### config.mk
export PLATFORM = sky130hd
export DESIGN_NAME = wb_buffered_stage
export DESIGN_NICKNAME = d
export VERILOG_FILES = /design/src/rtl/wb_buffered_stage.sv
export SDC_FILE = /design/constraint.sdc
export NUM_CORES = 1
export LEC_CHECK = 0
export CELL_PAD_IN_SITES_DETAIL_PLACEMENT = 0
export CELL_PAD_IN_SITES_GLOBAL_PLACEMENT = 1
export CORE_ASPECT_RATIO = 0.9
export CORE_MARGIN = 1.5
export CORE_UTILIZATION = 43
export CTS_BUF_LIST = sky130_fd_sc_hd__clkbuf_4
export CTS_CLUSTER_SIZE = 16
export DETAILED_ROUTE_END_ITERATION = 10
export PLACE_DENSITY = 0.9
export SETUP_SLACK_MARGIN = 0.4
export SLEW_MARGIN = 25
export SYNTH_ARGS = -nofsm -noshare
export SYNTH_HDL_FRONTEND = slang
export SYNTH_SLANG_ARGS = --single-unit
### constraint.sdc
create_clock -name clk -period 4.75 [get_ports clk]
set_input_delay 0.95 -clock clk [delete_from_list [all_inputs] [get_ports clk]]
set_output_delay 0.95 -clock clk [all_outputs]
set_load 0.01 [all_outputs]
### src/rtl/wb_buffered_stage.sv
// Write-back stage: registers accepted MEM/WB instructions, buffers register-file writes in a
// DEPTH-entry FIFO, emits a one-cycle PC redirect, tracks halt and counts retired instructions.
module wb_buffered_stage #(
  parameter int DATA_W  = 16,
  parameter int RADDR_W = 3,
  parameter int DEPTH   = 4,
  parameter int CNT_W   = 16
) (
  input  logic               clk,
  input  logic               rst_n,
  input  logic               in_valid,
  output logic               in_ready,
  input  logic [DATA_W-1:0]  branch_pc,
  input  logic [DATA_W-1:0]  j_addr,
  input  logic [DATA_W-1:0]  ex_out,
  input  logic [DATA_W-1:0]  mem_data,
  input  logic [DATA_W-1:0]  pc2,
  input  logic               mem_to_reg,
  input  logic               j_jal,
  input  logic               jr_jalr,
  input  logic               jal_jalr,
  input  logic               br_taken,
  input  logic               reg_we,
  input  logic [RADDR_W-1:0] wr_addr_in,
  input  logic               halt_in,
  input  logic               rf_wr_ready,
  output logic               rf_wr_en,
  output logic [RADDR_W-1:0] rf_wr_addr,
  output logic [DATA_W-1:0]  rf_wr_data,
  output logic               redirect_valid,
  output logic [DATA_W-1:0]  new_pc,
  output logic               halted,
  output logic [CNT_W-1:0]   retired
);

  localparam int PTR_W = (DEPTH > 1) ? $clog2(DEPTH) : 1;
  localparam int CW    = $clog2(DEPTH + 1);
  localparam logic [CW-1:0]    DEPTH_C = CW'(DEPTH);
  localparam logic [PTR_W-1:0] LAST_C  = PTR_W'(DEPTH - 1);

  logic [RADDR_W-1:0] addr_mem_q [DEPTH];
  logic [DATA_W-1:0]  data_mem_q [DEPTH];
  logic [PTR_W-1:0]   wr_ptr_q, wr_ptr_d, rd_ptr_q, rd_ptr_d;
  logic [CW-1:0]      count_q, count_d;
  logic               halt_seen_q, halted_q;
  logic               redirect_q;
  logic [DATA_W-1:0]  new_pc_q, new_pc_d;
  logic [CNT_W-1:0]   retired_q;

  logic               empty, accept, push, pop, redir_take;
  logic [DATA_W-1:0]  wb_value;

  assign empty      = (count_q == '0);
  assign in_ready   = (count_q < DEPTH_C) & ~halt_seen_q;
  assign accept     = in_valid & in_ready;
  assign push       = accept & reg_we;
  assign rf_wr_en   = ~empty;
  assign pop        = rf_wr_en & rf_wr_ready;
  assign redir_take = accept & (jr_jalr | j_jal | br_taken);

  assign wb_value   = jal_jalr ? pc2 : (mem_to_reg ? mem_data : ex_out);
  assign rf_wr_addr = addr_mem_q[rd_ptr_q];
  assign rf_wr_data = data_mem_q[rd_ptr_q];

  // halted is visible in the very cycle the drain completes, then held sticky
  assign halted         = halted_q | (halt_seen_q & empty);
  assign redirect_valid = redirect_q;
  assign new_pc         = new_pc_q;
  assign retired        = retired_q;

  always_comb begin
    wr_ptr_d = wr_ptr_q;
    rd_ptr_d = rd_ptr_q;
    count_d  = count_q;
    new_pc_d = new_pc_q;
    if (push) wr_ptr_d = (wr_ptr_q == LAST_C) ? '0 : wr_ptr_q + 1'b1;
    if (pop)  rd_ptr_d = (rd_ptr_q == LAST_C) ? '0 : rd_ptr_q + 1'b1;
    case ({push, pop})
      2'b10:   count_d = count_q + 1'b1;
      2'b01:   count_d = count_q - 1'b1;
      default: count_d = count_q;
    endcase
    if (redir_take) begin
      if (jr_jalr)    new_pc_d = ex_out;
      else if (j_jal) new_pc_d = j_addr;
      else            new_pc_d = branch_pc;
    end
  end

  always_ff @(posedge clk or negedge rst_n) begin
    if (!rst_n) begin
      for (int i = 0; i < DEPTH; i++) begin
        addr_mem_q[i] <= '0;
        data_mem_q[i] <= '0;
      end
      wr_ptr_q    <= '0;
      rd_ptr_q    <= '0;
      count_q     <= '0;
      halt_seen_q <= 1'b0;
      halted_q    <= 1'b0;
      redirect_q  <= 1'b0;
      new_pc_q    <= '0;
      retired_q   <= '0;
    end else begin
      if (push) begin
        addr_mem_q[wr_ptr_q] <= wr_addr_in;
        data_mem_q[wr_ptr_q] <= wb_value;
      end
      wr_ptr_q    <= wr_ptr_d;
      rd_ptr_q    <= rd_ptr_d;
      count_q     <= count_d;
      halt_seen_q <= halt_seen_q | (accept & halt_in);
      halted_q    <= halted;
      redirect_q  <= redir_take;
      new_pc_q    <= new_pc_d;
      retired_q   <= retired_q + CNT_W'(accept);
    end
  end

endmodule

-- Yosys cells after proc, flatten, opt, wreduce, memory -nomap -nowiden
Index checks and enable logic that the tools add are counted.
- flip-flop bits (word level): 118
- latch bits: 0
- memory bits (writable): 0
- ROM bits: 0
- bits of input ports: 94
- output and inout bits: 55
- logic and storage cells: 66
- memories kept: 0
- add/sub/neg operators: 5
- $mul: 0
- div/mod/pow operators: 0
- order comparisons: 4
- eq/ne operators: 4
- shifts and indexed selects: 0
- mux-type cells: 19
- bitwise operators: 15
- reduce and logical (&&, ||, !) cells: 3
- operator list (kind ; number):
    $mux 16 ; 7
    $bwmux 64 ; 1
    $bmux 16 s2 ; 1
    $demux 16 s2 ; 1
    $add 16x1->16 ; 1
    $bwmux 12 ; 1
    $mux 3 ; 3
    $and 1x1->1 ; 7
    $bmux 3 s2 ; 1
    $demux 3 s2 ; 1
    $eq 2x2->1 const B ; 3
    $ge 3x3->1 const B ; 2
    $not 2->3 ; 2
    $pmux 3 s2 ; 1
    $add 2x1->2 const B ; 2
    $mux 2 ; 2
    $or 1x1->1 ; 4
    $add 3x1->3 const B ; 1
    $logic_not 3->1 ; 1
    $lt 3x1->1 const B ; 1
    $lt 3x3->1 const B ; 1
    $sub 3x1->3 const B ; 1
    $eq 2x1->1 const B ; 1
    $not 1->1 ; 2
    other kinds (2) ; 2

-- Logic depth before layout (Yosys ltp)
- word-level depth: 6
- depth in mapped cells: 10
- mapped depth without buffers: 9

-- Worst setup path after synthesis
Ideal clock, no wire load.
- kind: input to register
- start: in in_valid
- end: reg count_q[2]
- library setup time: 80 ps
- arrival: 2401 ps
- path slack: 2270 ps
- cell stages on the path: 10
- cell sequence: nor3b_4 and2_4 buf_12 inv_1 ha_1 inv_1 fa_1 xor2_1 nor2_1 xnor2_1
- longest elaborated chain between the ends: 4
- RTL lines (what ; line ; source):
    from (decl) ; 11 ; input logic in_valid,
    $and 1x1->1 * ; 55 ; assign accept = in_valid & in_ready;
    $and 1x1->1 * ; 56 ; assign push = accept & reg_we;
    $eq 2x1->1 / $eq 2x2->1 (equally long branches) ; 78 ; case ({push, pop})
    $pmux 3 s2 / $reduce_bool 2->1 (equally long branches) ; n/a ;
    to (signal assigned) ; 111 ; count_q <= count_d;
    to (decl) ; 44 ; logic [CW-1:0] count_q, count_d;
Mark *: on every way between the ends. The rest lies on a longest branch, timed or not.
A chain may end at the register's enable or synchronous reset.

-- Final worst setup path
- start: reg rd_ptr_q[1]
- end: out rf_wr_data[5]
- longest elaborated chain between the ends: 4
- RTL lines (what ; line ; source):
    from (decl) ; 43 ; logic [PTR_W-1:0] wr_ptr_q, wr_ptr_d, rd_ptr_q, rd_ptr_d;
    from (signal assigned) ; 110 ; rd_ptr_q <= rd_ptr_d;
    $not 2->3 (implied by the code) ; 63 ; assign rf_wr_data = data_mem_q[rd_ptr_q];
    $bmux 16 s2 ; 63 ;
    $mux 16 (implied by the code) (2 in a row) ; 63 ;
    to (decl) ; 29 ; output logic [DATA_W-1:0] rf_wr_data,
No other way between the ends. The select of a mux whose other input is x is not followed.

==> impl_metrics.ini <==
[status]
status = finished, final reports clean

[global_route]
pin_count_of_the_biggest_net_entering_global_routing = 85
number_of_global_route_vias_before_repair = 4125
grt.overflow.total = 0
grt_antenna_before_repair = 1
grt_first_pass_wirelength_microns = 21410
gr-usage-all-layers = 0.1980

[cells_and_area]
n_fill_cell = 1050
final_common_cell = sky130_fd_sc_hd__clkdlybuf4s50_1
drive_above_1_share = 0.2280
multi_input_area_sq_um = 2603
finish.instance_area_sq_um = 7545
most-common-layout-cells = sky130_fd_sc_hd__clkdlybuf4s50_1, sky130_fd_sc_hd__dfrtp_1, sky130_fd_sc_hd__mux2_2
layout.area.seq_sq_um = 2953
syn_to_final_growth_pct = 31.92
nets = 693

[die]
starting_density = 0.4456
die_area_sq_um = 14000
die_y_microns = 112.4
core-area_sq_um = 12830
die_x_microns = 124.6
num_rows = 39
design.portCount = 149

[flow_run]
maxCapViolations = 0

[clock_tree]
clock_tree.root_cell = sky130_fd_sc_hd__clkbuf_4
cts_tree = built
clkTransAtPathRegs_ns = 0.09
clock_sink_count = 118
cts_resized = 0
tritoncts.num_buffers = 17
cts.htree.levels = 4
cts.path.max_buffers = 2
clk-insertion-delay-late_ns = 0.51
cts_setup_buffers = 0
cts.hold.buffers_added = 0

[logic_synthesis]
postSynth.asyncResetShare = 1.000
yosys_warns = 0
sequential_element_share_of_the_synthesized_area = 0.5163
synth_enable_flop_cells = 0
yosys_register_bits = 118
avg_inst_size_synth_sq_um = 12.97
synthesis.nets = 544
synthDistinctLibCells = 33
postSynth.topFlopCell = sky130_fd_sc_hd__dfrtp_1
netlist_area_sq_um = 5719
synthCells = 441

[routing]
viasPerCell = 5.260
drt_wl_total_microns = 13250
drt_drc_violations_left = 0
average_routed_wire_per_standard_cell_microns = 17.30
drt_first_iter_violations = 192
antenna_left = 0
route.vias.total = 4029
drt_first_pass_iters = 5

[sta]
fmax_mhz = 287.8
report.final.setup_viol = 0
hold_violations = 0
final.setup_skew_ns = 0.01142
layout_worst_path_cycle_share = 0.7315
rsz0062_at_grt = false
setup_total_negative_slack_ns = 0
timing.max_slew.rel_slack = 0.2584
final-max-slew-violation-count = 0
worst-slew-pin-transition_ns = 1.109
period_needed_ns = 3.475

[power_and_ir_drop]
ir_worst_vdd_uv = 258.5
power.density_nw_per_um2 = 460.1
power.total_w = 0.003472
leakagePower_nw = 3.493

[setup_path]
setup.worst_path.end_class = output port
r2r_end = count_q[1]$_DFFE_PN0P_
arrival_ns = 2.52
worst_ep_required_time_ns = 3.80
ff_to_ff_path_depth = 7
worstSetupStartpointType = flip-flop
critPathKind = flip-flop to output port
reg2reg_setup_slack_ns = 2.63
worst-path-max-fanout = 21
critical_path.reg2reg.startpoint = count_q[2]$_DFFE_PN0P_

[hold_path]
holdCritPathClass = primary input to asynchronous set/reset pin

[placement]
post-dp-hpwl_microns = 9608
numPortBuffers = 148
place_congestion = 0.8299
dpl-instance-area_sq_um = 7307
[cell type report]
cell class              count  share of cell area
inverters                  10            0.004975
clock inverters             8            0.007960
diodes                      1           0.0003317
multi-input cells         290              0.3449
repair buffers            153              0.2013
clock buffers              22             0.02189
flip-flops and latches    118              0.3914
well taps                 164             0.02720
[logic make-up (layout without fill, tap and decap cells)]
kind of cell | Yosys count | count (layout) | share of synthesized area
compound gates | 55 | 55 | 0.05054
xor+xnor | 17 | 17 | 0.02603
fa+ha+maj | 9 | 9 | 0.02100
buf+inv | 33 | 193 | 0.03107
flops | 118 | 118 | 0.5163
mux | 128 | 128 | 0.2824
other cells | 0 | 1 | 0
simple gates | 81 | 81 | 0.07263
[stage by stage]
stage | hold WS [ns] | cells | setup slack [ns] | util
after floorplan | 0.4617 | 441 | 2.270 | -
final | 0.4688 | 766 | 1.275 | 0.5879
after global routing | 0.4870 | 766 | 1.130 | 0.5879
after global placement | 0.4533 | 734 | 1.653 | 0.5694
after CTS | 0.4756 | 764 | 1.206 | 0.5869
after detailed placement | 0.4550 | 734 | 1.586 | 0.5694
[state kept, by name, summed over array words and instances, names as in the netlist]
name and count:
halted_q 1, retired 16, rd_ptr_q 2, addr_mem_q 12, halt_seen_q 1, new_pc 16, count_q 3, wr_ptr_q 2
data_mem_q 64, redirect_valid 1
[where the power goes]
| part | total (W) | switching (W) | internal (W) |
|---|---|---|---|
| clock network | 0.000606 | 0.000332 | 0.000274 |
| registers | 0.00158 | 0.000227 | 0.00135 |
| logic | 0.00129 | 0.000497 | 0.000792 |
[how the worst max path moves through the flow]
stage / start / to / slack, ns / cells after the start
floorplan: in_valid / count_q[2]$_DFFE_PN0P_ / 2.27 / 10
global placement: mem_to_reg / data_mem_q[54]$_DFFE_PN0P_ / 1.65 / 4
finish: rd_ptr_q[1]$_DFFE_PN0P_ / rf_wr_data[5] / 1.28 / 2
global route: rd_ptr_q[1]$_DFFE_PN0P_ / rf_wr_data[5] / 1.13 / 2
detailed placement: mem_to_reg / data_mem_q[14]$_DFFE_PN0P_ / 1.59 / 4
CTS: rd_ptr_q[1]$_DFFE_PN0P_ / rf_wr_data[5] / 1.21 / 2
[layer usage]
metal / share of wire / GRT usage / vias up / wire length, microns
met5: 0 / 0 / - / 0
met4: 0.022 / 0.08889 / 0 / 294
met3: 0.052 / 0.05767 / 25 / 693
met2: 0.50 / 0.3282 / 132 / 6638
met1: 0.42 / 0.2419 / 1995 / 5627
li1: - / - / 1877 / -
[Yosys cell counts (3+ instances only)]
cell	number	area, sq um
sky130_fd_sc_hd__mux2_2	77	867.1
sky130_fd_sc_hd__mux4_2	19	427.9
sky130_fd_sc_hd__and3_1	5	31.28
sky130_fd_sc_hd__nand2_1	39	146.4
sky130_fd_sc_hd__xor2_1	6	52.55
sky130_fd_sc_hd__xnor2_1	11	96.34
sky130_fd_sc_hd__nand4_1	3	18.77
sky130_fd_sc_hd__buf_2	6	30.03
sky130_fd_sc_hd__a21oi_1	16	80.08
sky130_fd_sc_hd__nor2_1	20	75.07
sky130_fd_sc_hd__ha_1	8	100.1
sky130_fd_sc_hd__dfrtp_1	118	2953
sky130_fd_sc_hd__inv_1	10	37.54
sky130_fd_sc_hd__nand3_1	4	20.02
sky130_fd_sc_hd__nand2_8	3	60.06
sky130_fd_sc_hd__clkbuf_1	12	45.04
sky130_fd_sc_hd__o21ai_0	35	175.2
sky130_fd_sc_hd__mux2i_1	32	320.3
[worst max-delay path: stages (launching register included)]
cell and delay (ns):
sky130_fd_sc_hd__dfrtp_1 1.04, sky130_fd_sc_hd__mux4_2 0.38, sky130_fd_sc_hd__clkdlybuf4s50_1 0.60
No activity file was read; power rests on OpenSTA's default activity.
